$ cat src/rtl/bp_updater.sv
// Write-side controller for the branch-prediction counter cache: queues resolved
// branches, reads the 2-bit counter on read port 1 and writes back the saturated update.
module bp_updater #(
    parameter int AWIDTH   = 30,
    parameter int QDEPTH   = 2,
    parameter int SKIP_SAT = 1
) (
    input  logic              clk,
    input  logic              reset,
    input  logic              res_valid,
    output logic              res_ready,
    input  logic [AWIDTH-1:0] res_pc,
    input  logic              res_taken,
    output logic [AWIDTH-1:0] cache_ra,
    input  logic [1:0]        cache_rdout,
    input  logic              cache_rhit,
    output logic [AWIDTH-1:0] cache_wa,
    output logic [1:0]        cache_din,
    output logic              cache_we,
    output logic              busy,
    output logic [15:0]       upd_cnt
);
    localparam int PW = (QDEPTH > 1) ? $clog2(QDEPTH) : 1;
    localparam logic [PW:0] QFULL = (PW+1)'(QDEPTH);
    localparam bit SKIP = (SKIP_SAT != 0);

    typedef enum logic [1:0] {IDLE, READ, WRITE} state_e;

    typedef struct packed {
        logic [AWIDTH-1:0] pc;
        logic              taken;
    } report_t;

    state_e            state_q, state_d;
    report_t           mem_q [QDEPTH];
    report_t           mem_d [QDEPTH];
    logic [PW-1:0]     wr_ptr_q, wr_ptr_d, rd_ptr_q, rd_ptr_d;
    logic [PW:0]       count_q, count_d;
    logic [AWIDTH-1:0] wpc_q, wpc_d;
    logic              wtk_q, wtk_d;
    logic              hit_q, hit_d;
    logic [1:0]        ctr_q, ctr_d;
    logic [15:0]       upd_q, upd_d;

    logic       full, empty, enq, deq, we;
    logic [1:0] nc;

    // New counter: misses start weak toward the outcome, hits saturate without wrap.
    always_comb begin
        nc = 2'b00;
        if (!hit_q)
            nc = wtk_q ? 2'b10 : 2'b01;
        else if (wtk_q)
            nc = (ctr_q == 2'b11) ? 2'b11 : ctr_q + 2'b01;
        else
            nc = (ctr_q == 2'b00) ? 2'b00 : ctr_q - 2'b01;
    end

    always_comb begin
        state_d  = state_q;
        mem_d    = mem_q;
        wr_ptr_d = wr_ptr_q;
        rd_ptr_d = rd_ptr_q;
        count_d  = count_q;
        wpc_d    = wpc_q;
        wtk_d    = wtk_q;
        hit_d    = hit_q;
        ctr_d    = ctr_q;
        upd_d    = upd_q;
        we       = 1'b0;
        deq      = 1'b0;

        full  = (count_q == QFULL);
        empty = (count_q == '0);
        enq   = res_valid && !full;

        case (state_q)
            IDLE: begin
                if (!empty) begin
                    deq     = 1'b1;
                    state_d = READ;
                end
            end
            READ: begin
                hit_d   = cache_rhit;
                ctr_d   = cache_rdout;
                state_d = WRITE;
            end
            WRITE: begin
                we = !(SKIP && hit_q && (nc == ctr_q));
                if (we)
                    upd_d = upd_q + 16'd1;
                if (!empty) begin
                    deq     = 1'b1;
                    state_d = READ;
                end else begin
                    state_d = IDLE;
                end
            end
            default: state_d = IDLE;
        endcase

        if (deq) begin
            wpc_d    = mem_q[rd_ptr_q].pc;
            wtk_d    = mem_q[rd_ptr_q].taken;
            rd_ptr_d = rd_ptr_q + 1'b1;
        end
        if (enq) begin
            mem_d[wr_ptr_q] = '{pc: res_pc, taken: res_taken};
            wr_ptr_d        = wr_ptr_q + 1'b1;
        end
        case ({enq, deq})
            2'b10:   count_d = count_q + 1'b1;
            2'b01:   count_d = count_q - 1'b1;
            default: count_d = count_q;
        endcase
    end

    always_ff @(posedge clk or negedge reset) begin
        if (!reset) begin
            state_q  <= IDLE;
            for (int i = 0; i < QDEPTH; i++) mem_q[i] <= '0;
            wr_ptr_q <= '0;
            rd_ptr_q <= '0;
            count_q  <= '0;
            wpc_q    <= '0;
            wtk_q    <= 1'b0;
            hit_q    <= 1'b0;
            ctr_q    <= 2'b00;
            upd_q    <= 16'd0;
        end else begin
            state_q  <= state_d;
            mem_q    <= mem_d;
            wr_ptr_q <= wr_ptr_d;
            rd_ptr_q <= rd_ptr_d;
            count_q  <= count_d;
            wpc_q    <= wpc_d;
            wtk_q    <= wtk_d;
            hit_q    <= hit_d;
            ctr_q    <= ctr_d;
            upd_q    <= upd_d;
        end
    end

    // Outputs derive only from registered state, so reset clears them without a clock.
    assign res_ready = (count_q != QFULL);
    assign busy      = (count_q != '0) || (state_q != IDLE);
    assign cache_ra  = wpc_q;
    assign cache_wa  = wpc_q;
    assign cache_din = (state_q == WRITE) ? nc : 2'b00;
    assign cache_we  = we;
    assign upd_cnt   = upd_q;
endmodule

$ cat config.mk
export PLATFORM = sky130hd
export DESIGN_NAME = bp_updater
export DESIGN_NICKNAME = d
export VERILOG_FILES = /design/src/rtl/bp_updater.sv
export SDC_FILE = /design/constraint.sdc
export NUM_CORES = 1
export LEC_CHECK = 0
export BUFFER_PORTS_ARGS = -buffer_cell sky130_fd_sc_hd__buf_2
export CAP_MARGIN = 20
export CORE_AREA = 2 2 127 92
export DETAILED_ROUTE_END_ITERATION = 12
export DIE_AREA = 0 0 129 94
export GPL_ROUTABILITY_DRIVEN = 1
export GPL_TIMING_DRIVEN = 0
export PLACE_DENSITY = 0.74
export SYNTH_ARGS = -nofsm -noshare
export SYNTH_HDL_FRONTEND = slang
export SYNTH_SLANG_ARGS = --single-unit
$ cat constraint.sdc
create_clock -name clk -period 1.8 [get_ports clk]
set_input_delay 0.18 -clock clk [delete_from_list [all_inputs] [get_ports clk]]
set_output_delay 0.18 -clock clk [all_outputs]
set_load 0.05 [all_outputs]
---- Word-level counts from Yosys, hierarchy flattened ----
Index checks and enable logic that the tools add are counted.
word-level totals
  register bits after elaboration ......... 118
  input port bits ......................... 37
  output and inout bits ................... 81
  word-level logic and storage cells ...... 68
cells by class
  add/sub/neg operators ................... 7
  magnitude comparators ................... 3
  equal/unequal tests ..................... 9
  multiplexer cells ....................... 19
  bitwise gates (word level) .............. 3
  reduce and logical (&&, ||, !) cells .... 14
operator list
  kind                     count
  $mux W31                 4
  $bwmux W62               1
  $demux W31 S1            1
  $add A16 B1 Y16 const B  1
  $mux W2                  7
  $eq A2 B2 Y1 const B     4
  $logic_not A2 Y1         3
  $pmux W2 S3              1
  $reduce_bool A2 Y1       3
  $add A2 B1 Y2 const B    2
  $eq A2 B1 Y1 const B     2
  $ge A2 B2 Y1 const B     2
  $mux W1                  4
  $ne A2 B2 Y1 const B     2
  $not A1 Y2               2
  $pmux W2 S2              1
  $sub A2 B1 Y2 const B    2
  $logic_and A1 B1 Y1      3
  $add A1 B1 Y1 const B    2
  $eq A2 B2 Y1             1
  $logic_not A1 Y1         2
  $lt A2 B1 Y1 const B     1
  $reduce_and A2 Y1        1
  $reduce_or A2 Y1         1
  other kinds (2)          2

---- Longest topological paths before layout ----
Gate-level depths: netlist of the first run.
  depth in word-level cells ............... 8
  gate-level depth with buffers ........... 9
  gate-level depth less buffers ........... 7

---- Worst setup path after synthesis of the first run ----
OpenSTA, ideal clock, no wires.
  kind .................................... register to register
  from .................................... reg hit_q
  to ...................................... reg upd_q[4], in the netlist upd_cnt[4]
  data arrival time ....................... 2322 ps
  slack ................................... -665 ps
  cell stages (with the launch flop) ...... 5
  cell sequence ........................... dfrtp_1 -> and4_1 -> nor3_1 -> nand4_1 -> xnor2_1
between the ends
  cells in the longest elaborated chain, start to end .. 5
RTL lines
  what                                    RTL line  text
  from (decl)                             41        logic hit_q, hit_d;
  from (signal assigned)                  139       hit_q <= hit_d;
  $mux W2                                 51        if (!hit_q)
  $eq A2 B2 Y1                            90        we = !(SKIP && hit_q && (nc == ctr_q));
  $logic_and A1 B1 Y1 (*)                 90
  $not A1 Y1 (no source line) (*)         n/a
  $reduce_and A2 Y1 (no source line) (*)  n/a
  to (signal assigned)                    141       upd_q <= upd_d;
  to (decl)                               43        logic [15:0] upd_q, upd_d;
Mark *: on every way between the ends. The rest lies on a longest branch, timed or not.
A chain may end at the register's enable or synchronous reset.

---- Worst setup path in the final report of the first run ----
  from .................................... reg ctr_q[1]
  to ...................................... reg upd_q[14], in the netlist upd_cnt[14]
between the ends
  cells in the longest elaborated chain, start to end .. 8
RTL lines
  what                                         RTL line  text
  from (decl)                                  42        logic [1:0] ctr_q, ctr_d;
  from (signal assigned)                       140       ctr_q <= ctr_d;
  $sub A2 B1 Y2, or another cell as far along  56        nc = (ctr_q == 2'b00) ? 2'b00 : ctr_q - 2'b01;
  $mux W2 (on tied branches)                   56, 54
  $mux W2                                      53        else if (wtk_q)
  $mux W2                                      51
  $eq A2 B2 Y1 (*)                             90
  $logic_and A1 B1 Y1 (*)                      90
  $not A1 Y1 (no source line) (*)              n/a
  $reduce_and A2 Y1 (no source line) (*)       n/a
Marks and branches as above.

==> impl_metrics.ini, run 1 <==
[drt]
firstDrtPassIters = 4
ant_nets = 0
wl_mm = 10.8
wl_per_cell_um = 15.0
viasPerCell = 4.93
drc = 0
vias = 3558
drt_iter0_markers = 158

[yosys]
synth-async-reset-ratio = 1.00
syn_avg_cell_area_um2 = 12.6
synthTopCellsByArea = dfrtp_1 58%, mux2_2 14%, mux2i_1 6.1%
synth_seq_cells = 118
ys_warn_count = 0
synth_top_cell_area_share = 0.578
synth_nets = 445
netlist_area_um2 = 5110
synth_edf_count = 0
ys_seq_area_frac = 0.578
yosysTopAreaCell = dfrtp_1
yosysUniqueCellTypes = 32
synthCells = 406
synthFlopType = dfrtp_1

[worst_setup_path]
worstPathCellList = and4_4 -> or4_4 -> clkbuf_16 -> nor4_4 -> xor2_1
worstPathArrival_ps = 2130
rrSetupSlack_ps = 2
cp.required_ps = 2130
cp_slowest_cell = or4_4
critPathLaunchType = flip-flop
crit_type = reg2reg
endpoint_kind = flip-flop
max_stage_delay_ps = 480
cp_max_fo = 5

[clock_network]
clock_latency_ps = 400
cts_buffers = 17
cts.htree.levels = 4
clock-sinks = 118
cts-root-buf = clkbuf_16
path_clk_slew_ps = 60
cts_tree = yes
cts.path.max_buffers = 2

[grt]
grt-busiest-layer = met2
grt_overflow = 0
grt_pass1_wl_mm = 17.0
global_route.usage.met3 = 0.0615
grt_use_met2 = 0.303
grt_util_all_layers = 0.186
grt_start_max_net_pins = 74
grtUsageMet1 = 0.238
antenna_found_initial = 0
grt_pass1_vias = 3405

[timing]
drv_slew = 0
worst_pin_slew_ps = 555
layout_min_cycle_time_ps = 1800
min_period_over_period = 0.999
fin_tns_setup_ps = 0
finClkSkew_ps = 11.8
rsz0062_at_grt = true
finalHoldViolCount = 0
relSlewSlack = 0.630
finalSetupViolCount = 0
max_freq_ghz = 0.556

[floorplanning]
die_h_um = 94
core_um2 = 10900
start_util = 0.471
num_rows = 32
dieArea_um2 = 12100
io_pins = 118
die_w_um = 129

[finish]
drive_gt1_frac = 0.487
num_antenna_cells = 0
fin_cells = 722
nets = 595
fin_util = 0.627
area_growth_pct = 33.2

[placed_design]
portBuffers = 117
dp_cells = 677
dp_hpwl_mm = 7.14
gp_congestion = 0.760

[worst_hold_path]
hold_path_class = in2reg

[outcome]
status = completed

[job]
maxCapViolCount = 0
## area by class of cell
| cell class | instances | area (µm²) |
|---|---|---|
| multi-input cells | 233 | 1890 |
| clock buffers | 23 | 458 |
| inverters | 7 | 26.3 |
| repair buffers | 132 | 774 |
| flip-flops and latches | 118 | 2960 |
| plain buffers | 47 | 327 |
| clock inverters | 9 | 174 |
| well taps | 153 | 191 |
| fillers | 888 | 4050 |
## placed cells by master, fill, tap and decap left out, types with 11 or more instances in the layout
| master | instances |
|---|---|
| buf_4 | 39 |
| o21ai_0 | 34 |
| buf_2 | 117 |
| clkbuf_16 | 18 |
| nand2_1 | 43 |
| xor2_1 | 13 |
| dfrtp_1 | 114 |
| clkbuf_1 | 11 |
| mux2i_1 | 31 |
| mux2_2 | 64 |
## what timing repair did
| item | 4_1_cts | 5_1_grt |
|---|---|---|
| endpoints found under the setup margin | 71 | 63 |
| pin swaps | 1 | 6 |
| setup buffers | 2 | 4 |
| cloned | 0 | 1 |
| resized for setup | 15 | 21 |
| endpoints found under the hold margin | 52 | 0 |
| hold buffers | 7 | 0 |
## worst max-delay path, delay by kind of cell, from the launching register on
family	cells	cell delay, ps
DFF	1	450
xor gates and xnor gates	1	150
and+or+nand+nor	3	940
buffers and inverters	1	190
## sequential cells by signal, summed over array words and instances (netlist names)
name,cells
cache_ra,30
count_q,2
ctr_q,2
hit_q,1
mem_q,62
rd_ptr_q,1
state_q,2
upd_cnt,16
wr_ptr_q,1
wtk_q,1
## kinds of logic (layout without fill, tap and decap cells)
kind of cell,count (synthesis),in the layout,synth area share
multiplexers,95,95,0.202
flip-flops,118,118,0.578
AO/OA/AOI/OAI,37,37,0.0370
buffers and inverters,55,218,0.0647
adder cells (fa/ha/maj),3,3,0.00686
XOR/XNOR,20,20,0.0343
AND/OR/NAND/NOR,78,78,0.0774
## metrics by stage
| step | hold slack, ps | cell area (µm²) | setup WS, ps |
|---|---|---|---|
| 3_3_place_gp | 404 | 5900 | -1030 |
| 4_1_cts | 0.132 | 6680 | -61.8 |
| 3_5_place_dp | 136 | 5930 | -368 |
| 6_report | 22.2 | 6800 | 1.90 |
| 2_1_floorplan | -116 | 5120 | -104 |
| 5_1_grt | 9.59 | 6800 | -95.0 |
## Yosys cell counts (all sizes together), types with 5 or more instances
| cell | n |
|---|---|
| dfrtp | 118 |
| mux2 | 64 |
| nand2 | 43 |
| buf | 38 |
| o21ai | 34 |
| mux2i | 31 |
| xor2 | 13 |
| clkbuf | 10 |
| inv | 7 |
| nor2 | 7 |
| nor3 | 7 |
| xnor2 | 7 |
| nand3 | 5 |
| nor4 | 5 |
## path summary, 6_finish.rpt
path | startpoint | end | cells after the start
worst max-delay path | ctr_q[1]$_DFFE_PN0N_ | upd_cnt[14]$_DFFE_PN0P_ | 5
worst min-delay path | res_pc[7] | mem_q[8]$_DFFE_PN0P_ | 2
worst max register to register | ctr_q[1]$_DFFE_PN0N_ | upd_cnt[14]$_DFFE_PN0P_ | 5
worst min register to register | upd_cnt[15]$_DFFE_PN0P_ | upd_cnt[15]$_DFFE_PN0P_ | 1
max in group asynchronous | reset | upd_cnt[2]$_DFFE_PN0P_ | 3
min in group asynchronous | reset | mem_q[4]$_DFFE_PN0P_ | 2
## routing by layer
metal | wire, µm | up-vias
met5 | 0 | -
met4 | 51 | 0
met3 | 701 | 4
met2 | 5140 | 110
met1 | 4910 | 1765
li1 | - | 1679
Power of run 1 is not shown: default switching activity piles up to over one toggle a cycle in this logic, so the estimate is an artifact.
==> run 2, diff against run 1 <==
PLACE_DENSITY = 0.8   (was 0.74)
SETUP_SLACK_MARGIN = 0.15   (was not set)
==> run 2 against run 1 <==
The run now ends with setup timing left. Sequential share of layout area is 1.0 points lower. Worst hold slack lost 4.1 ps. Utilization rose by 1.7 points. Critical path depth unchanged. Fmax shrank 0.75%. Register-to-register slack about the same. Global-route usage increased by 0.64 points.
==> impl_metrics.ini, run 2 (synthesis gave the netlist of run 1 again) <==
[finish]
area_growth_pct = 36.7
fin_cells = 728
num_antenna_cells = 0
largest_reg_flops = 62
final_cell_mix = 117 x buf_2, 108 x dfrtp_1, 63 x mux2_2
top_register = mem_q
nets = 601
drive_gt1_frac = 0.541
fin_util = 0.644
final_common_cell = buf_2

[timing]
finalWorstSetupSlack_ps = -11.7
finalSetupViolCount = 3
hold_ws_ps = 18.0
max_freq_ghz = 0.552
layout_min_cycle_time_ps = 1810
finalHoldViolCount = 0
drv_slew = 0
finClkSkew_ps = 11.5
min_period_over_period = 1.01
rsz0062_at_grt = true
relSlewSlack = 0.617
worst_pin_slew_ps = 572

[placed_design]
portBuffers = 117
dp_cells = 677
gp_congestion = 0.741
place_ws_ps = -161
dp_hpwl_mm = 7.31

[worst_hold_path]
min_path_cells = 2
hp-start = res_pc[22]
whs_endpoint = mem_q[54]$_DFFE_PN0P_
hold_path_class = in2reg

[drt]
wl_mm = 11.1
viasPerCell = 4.94
firstDrtPassIters = 4
wl_per_cell_um = 15.2
drt_iter0_markers = 133
vias = 3599
ant_nets = 0
drc = 0

[worst_setup_path]
endpoint_kind = flip-flop
r2r_cells = 5
worst_r2r_startpoint = wtk_q$_DFFE_PN0P_
cp_max_fo = 7
critPathTopFamily = simple AND/OR/NAND/NOR gates
cp.required_ps = 2130
worstPathArrival_ps = 2140
r2r-end = upd_cnt[14]$_DFFE_PN0P_
max_stage_delay_ps = 580
worstPathCellList = and4_4 -> or4_4 -> buf_16 -> nor4_4 -> xor2_1
critPathLaunchType = flip-flop
cp_slowest_cell = or4_4
rrSetupSlack_ps = -10
crit_type = reg2reg
path_buf_inv = 1

[clock_network]
cts_tree = yes
cts.path.max_buffers = 2
clock_latency_ps = 410
cts.htree.levels = 4
cts-root-buf = clkbuf_16
cts_buffers = 17
clock-sinks = 118
path_clk_slew_ps = 50

[floorplanning]
core_um2 = 10900
die_w_um = 129
die_h_um = 94
start_util = 0.471
io_pins = 118
dieArea_um2 = 12100
num_rows = 32

[outcome]
status = complete, but fails checks
failed_checks = setup timing

[grt]
grt_start_max_net_pins = 85
grt_overflow = 0
grt_util_all_layers = 0.193
grt_pass1_wl_mm = 17.7
antenna_found_initial = 1
grt_pass1_vias = 3697

[job]
maxCapViolCount = 0
[run 2: cell count changes in the layout (fill, tap and decap cells not counted), sizes merged]
cell         before  now
clkbuf           33   32
bufinv            5    1
dlygate4sd3       7    3
buf             162  174
clkinvlp          0    1
inv               7    6
clkinv            4    7
[run 2: worst max path at each step]
stage / startpoint / endpoint / slack, ps / cells past startpoint
floorplan: upd_cnt[2]$_DFFE_PN0P_ / upd_cnt[11]$_DFFE_PN0P_ / 90 / 5
global placement: reset / upd_cnt[2]$_DFFE_PN0P_ / -990 / 1
detailed placement: count_q[0]$_DFFE_PN0P_ / count_q[1]$_DFFE_PN0P_ / -160 / 8
CTS: wtk_q$_DFFE_PN0P_ / cache_we / -30 / 3
global route: ctr_q[0]$_DFFE_PN0N_ / upd_cnt[14]$_DFFE_PN0P_ / -100 / 5
finish: wtk_q$_DFFE_PN0P_ / upd_cnt[14]$_DFFE_PN0P_ / -10 / 5
[run 2: area by class of cell]
| class | instances | area [µm²] |
|---|---|---|
| fill | 838 | 3870 |
| sequential | 118 | 2970 |
| multi-input combinational | 233 | 2030 |
| timing repair buffer | 138 | 816 |
| clock buffer | 24 | 502 |
| buffer | 47 | 372 |
| tap | 153 | 191 |
| clock inverter | 8 | 71.3 |
| inverter | 7 | 38.8 |
[run 2: worst reg2reg max path, cell delays in order (launching register included)]
cell and delay (ps):
dfrtp_2 460, and4_4 180, or4_4 580, buf_16 200, nor4_4 150, xor2_1 180
[run 2: per-stage QoR]
stage	instance area, µm²	TNS (ps)
floorplan	5240	0
global placement	6020	-95220
detailed placement	6050	-773
CTS	6870	-51.7
global route	6980	-944
finish	6980	-20.0
[run 2: metal layers]
metal / vias up / track usage / share of wire
met4: 2 / 0.0743 / 0.011
met2: 95 / 0.310 / 0.48
li1: 1703 / - / -
met5: - / 0 / 0.00072
met1: 1785 / 0.249 / 0.45
met3: 14 / 0.0530 / 0.055
[run 2: what timing repair did]
action,CTS,global route
hold buffers,3,0
cloned,1,0
gates resized for setup,33,17
pin swaps,9,16
setup buffers,11,5
endpoints found under the setup margin,99,63
hold endpoints to repair,36,0
Power of run 2 is left out for the same reason.
